[src/rtl/tuser_in_fsm.sv]
// Ingress tuser capture: latches AXIS tuser on each packet's SOP transfer and emits a one-cycle tuple-valid pulse.
// Optional statistics counters are compiled in when TUSER_IN_STATS_EN is defined.
module tuser_in_fsm #(
    parameter int DATA_WIDTH  = 256,
    parameter int TUSER_WIDTH = 128,
    parameter bit CLEAR_DST   = 1'b1
) (
    input  logic                   tin_aclk,
    input  logic                   tin_arst,
    input  logic                   tin_avalid,
    input  logic                   tin_aready,
    input  logic                   tin_alast,
    input  logic [DATA_WIDTH-1:0]  tin_adata,
    input  logic [TUSER_WIDTH-1:0] tin_atuser,
    output logic                   tin_valid,
    output logic [TUSER_WIDTH-1:0] tin_data
`ifdef TUSER_IN_STATS_EN
    ,
    output logic [31:0]            tin_pkt_cnt,
    output logic [15:0]            tin_err_cnt
`endif
);

    localparam logic [0:0] ST_IDLE = 1'b0;
    localparam logic [0:0] ST_PKT  = 1'b1;

    // dst_port lives in bits [31:24] of the tuple
    localparam logic [TUSER_WIDTH-1:0] DST_FIELD = {{(TUSER_WIDTH-32){1'b0}}, 8'hFF, 24'h0};
    localparam logic [TUSER_WIDTH-1:0] TUSER_MASK = CLEAR_DST ? ~DST_FIELD : {TUSER_WIDTH{1'b1}};

    logic [0:0]             state, state_nxt;
    logic                   xfer;
    logic                   capture;
    logic [TUSER_WIDTH-1:0] tuser_m;
    logic                   unused_adata;

    assign xfer         = tin_avalid & tin_aready;
    assign capture      = xfer & (state == ST_IDLE);
    assign tuser_m      = tin_atuser & TUSER_MASK;
    assign unused_adata = ^tin_adata;

    always_comb begin
        state_nxt = state;
        case (state)
            ST_IDLE: if (xfer && !tin_alast) state_nxt = ST_PKT;
            ST_PKT:  if (xfer && tin_alast)  state_nxt = ST_IDLE;
            default: state_nxt = ST_IDLE;
        endcase
    end

    always_ff @(posedge tin_aclk) begin
        if (!tin_arst) begin
            state     <= ST_IDLE;
            tin_valid <= 1'b0;
            tin_data  <= '0;
        end else begin
            state     <= state_nxt;
            tin_valid <= capture;
            if (capture) tin_data <= tuser_m;
        end
    end

`ifdef TUSER_IN_STATS_EN
    logic err_hit;

    // Compare in the masked domain so a nonzero dst_port on later beats is not a mismatch
    assign err_hit = xfer & (state == ST_PKT) & ~tin_alast & (tuser_m != tin_data);

    always_ff @(posedge tin_aclk) begin
        if (!tin_arst) begin
            tin_pkt_cnt <= '0;
            tin_err_cnt <= '0;
        end else begin
            if (capture) tin_pkt_cnt <= tin_pkt_cnt + 32'd1;
            if (err_hit) tin_err_cnt <= tin_err_cnt + 16'd1;
        end
    end
`endif

endmodule

[config.mk]
export PLATFORM = sky130hd
export DESIGN_NAME = tuser_in_fsm
export DESIGN_NICKNAME = d
export VERILOG_FILES = /design/src/rtl/tuser_in_fsm.sv
export SDC_FILE = /design/constraint.sdc
export NUM_CORES = 1
export LEC_CHECK = 0
export CORE_AREA = 3 3 200 202
export CTS_CLUSTER_SIZE = 14
export DETAILED_ROUTE_END_ITERATION = 7
export DIE_AREA = 0 0 203 205
export SLEW_MARGIN = 15
export SYNTH_ARGS = -nofsm -noshare
export SYNTH_HDL_FRONTEND = slang
export SYNTH_SLANG_ARGS = --single-unit
[constraint.sdc]
create_clock -name tin_aclk -period 2.4 [get_ports tin_aclk]
set_clock_uncertainty 0.05 [all_clocks]
set_input_delay 0.48 -clock tin_aclk [delete_from_list [all_inputs] [get_ports tin_aclk]]
set_output_delay 0.48 -clock tin_aclk [all_outputs]
set_load 0.005 [all_outputs]
==> impl_metrics.json <==
{
  "power.density_nw_per_um2": 659,
  "path_class": "flop to output pin",
  "rsz0062_at_grt": "no",
  "multiInputGateArea_sq_um": 2160,
  "clk_latency_ns": 0.42,
  "cts.repair.resized": 0,
  "row_count": 72,
  "grt_pass1_wl_um": 23000,
  "synth_cells": 537,
  "antenna_found_initial": 1,
  "p_leak_nw": 3.13,
  "finalSetupViolations": 0,
  "crit_chain": "clkdlybuf4s50_1",
  "max_freq_mhz": 541,
  "worst_slew_pin_slew_ns": 0.578,
  "yosys.area_share.simple_pct": 18.7,
  "finalSetupTns_ns": 0,
  "viasPerCell": 3.33,
  "cts_buffers": 17,
  "drcViolationCount": 0,
  "startpoint_type": "flop",
  "cts_hold_buf": 0,
  "nNetsFinal": 1162,
  "yosysUniqueCellTypes": 13,
  "drive_gt1_share_pct": 6.11,
  "cp.required_ns": 1.87,
  "synth_top_family_by_area": "multiplexers",
  "start_util_pct": 12.7,
  "hold_class": "flop to flop",
  "crit_path_max_incr_delay_ns": 0.55,
  "routed_wl_um": 14800,
  "synth_warnings": 0,
  "root_buffer": "clkbuf_16",
  "cts_tree": "yes",
  "finalWorstSetupSlack_ns": 0.552,
  "synthMuxAreaShare_pct": 24.5,
  "path_max_fanout": 2,
  "postSynthAreaPerCell_sq_um": 9.13,
  "path_depth": 1,
  "post-cts-setup-buffers": 0,
  "seq_area_sq_um": 2440,
  "critPathBufInv": 1,
  "core_area_sq_um": 38500,
  "place_hpwl_um": 10500,
  "outcome": "completed",
  "place.gp.congestion": 0.709,
  "layout_min_cycle_time_ns": 1.85,
  "synth_fa_ha_area_share_pct": 0,
  "ios": 518,
  "initialDrtViolationCount": 125,
  "hold_viol": 0,
  "ff2ff_path_depth": 3,
  "yosys_register_bits": 122,
  "clk_pin_slew_ns": 0.06,
  "antenna_cells": 0,
  "cp_top_family": "buffers and inverters",
  "syn_to_final_growth_pct": 73.8,
  "die_x_um": 203,
  "fillCellCount": 4176,
  "cts_sinks": 122,
  "yosysSeqAreaShare_pct": 49.8,
  "synth_compound_area_share_pct": 0.281,
  "drtAntennaViolNets": 0,
  "wire_per_inst_um": 11.3,
  "ir_drop_uv": 485,
  "die_h_um": 205,
  "syn_area_sq_um": 4900,
  "slew_headroom_pct": 61.5,
  "grt_pass1_vias": 4378,
  "first_pass_iters": 4,
  "final_util_pct": 22.1,
  "port_buffers": 245,
  "maxCapViolCount": 0,
  "track_usage_pct": 7.11,
  "num_vias": 4340,
  "slew_violations": 0,
  "cts_buffer_depth": 2,
  "crit_path_end_kind": "output pin",
  "pre_cts_slack_ns": 0.308,
  "cp_slowest_cell": "clkdlybuf4s50_1",
  "gr-total-overflow": 0,
  "grt_start_max_net_pins": 66,
  "cp_data_arrival_time_ns": 1.32,
  "hold_path_depth": 2,
  "min_period_over_period_pct": 77.0,
  "htreeDepth": 4,
  "synth-xor-area-share_pct": 0,
  "die_area_sq_um": 41600
}
## kinds of logic after synthesis
kind of cell    count (synthesis)
compound gates                  2
flops                         122
mux                           120
simple gates                  242
buf+inv                        50
other cells                     1
## final timing paths
kind / startpoint / endpoint / slack, ns
max: tin_data[5]$_SDFFE_PN0P_ / tin_data[5] / 0.55
min: tin_data[60]$_SDFFE_PN0P_ / tin_data[60]$_SDFFE_PN0P_ / 0.40
max reg2reg: flop / tin_data[127]$_SDFFE_PN0P_ / 0.94
min reg2reg: tin_data[60]$_SDFFE_PN0P_ / tin_data[60]$_SDFFE_PN0P_ / 0.40
## registers in the layout, summed over array words and instances, names as in the netlist, named ones only
signal and count:
tin_valid 1, tin_data 120
## final cells by class
cell class,instances,share of cell area (%)
clock buffers,18,5.16
clock inverters,14,2.01
inverters,1,0.0441
multi-input cells,372,25.4
flip-flops and latches,122,28.7
well taps,518,7.61
repair buffers,259,31.1
## Yosys cell counts
| master | number | share of area (%) |
|---|---|---|
| a21oi_1 | 1 | 0.10 |
| conb_1 | 1 | 0.077 |
| inv_1 | 1 | 0.077 |
| and3b_1 | 1 | 0.18 |
| buf_6 | 10 | 2.3 |
| buf_2 | 13 | 1.3 |
| buf_4 | 12 | 1.8 |
| nand2_1 | 240 | 18 |
| clkbuf_1 | 14 | 1.1 |
| dfxtp_1 | 122 | 50 |
| a311oi_1 | 1 | 0.18 |
| and2_1 | 1 | 0.13 |
| mux2i_1 | 120 | 25 |
## metrics by stage
stage	std cells	hold slack [ns]	total power, mW	cell area, sq um
floorplan	544	0.401	2.53	4930
global placement	1272	0.392	2.99	7910
detailed placement	1272	0.396	3.00	7910
CTS	1304	0.407	5.74	8520
global route	1304	0.424	5.90	8520
finish	1304	0.404	5.62	8520
## cell usage in the layout, fill, tap and decap left out
master           instances
and3b_4                  1
clkdlybuf4s50_1        244
a311oi_1                 1
conb_1                   8
buf_4                    7
clkinv_4                 4
clkbuf_16               17
nand2_1                240
clkbuf_8                 1
clkinvlp_4               3
buf_6                    1
clkinv_2                 3
and2_1                   1
dfxtp_1                122
bufinv_16                3
inv_6                    1
inv_1                    1
mux2i_1                120
a21oi_1                  1
buf_12                   7
## power breakdown
| part | internal, mW | switching [mW] | total, mW |
|---|---|---|---|
| logic | 0.482 | 0.284 | 0.766 |
| registers | 2.13 | 0.0519 | 2.18 |
| clock network | 1.66 | 1.00 | 2.66 |
| total | 4.28 | 1.34 | 5.62 |
## tightest hold or removal path: cells and delay by family, from the launching register on
kind / cells / cell delay, ns
simple gates: 1 / 0.05
mux: 1 / 0.05
flops: 1 / 0.30
## routing by layer
layer  share of wire, %  global-route usage, %  up-vias
met4                1.4                   2.97        0
met3                 15                   5.24        8
met2                 42                   10.6      212
li1                   -                      -     2173
met5                  0                      0        -
met1                 42                   7.67     1947
No activity file was read; power rests on OpenSTA's default activity.
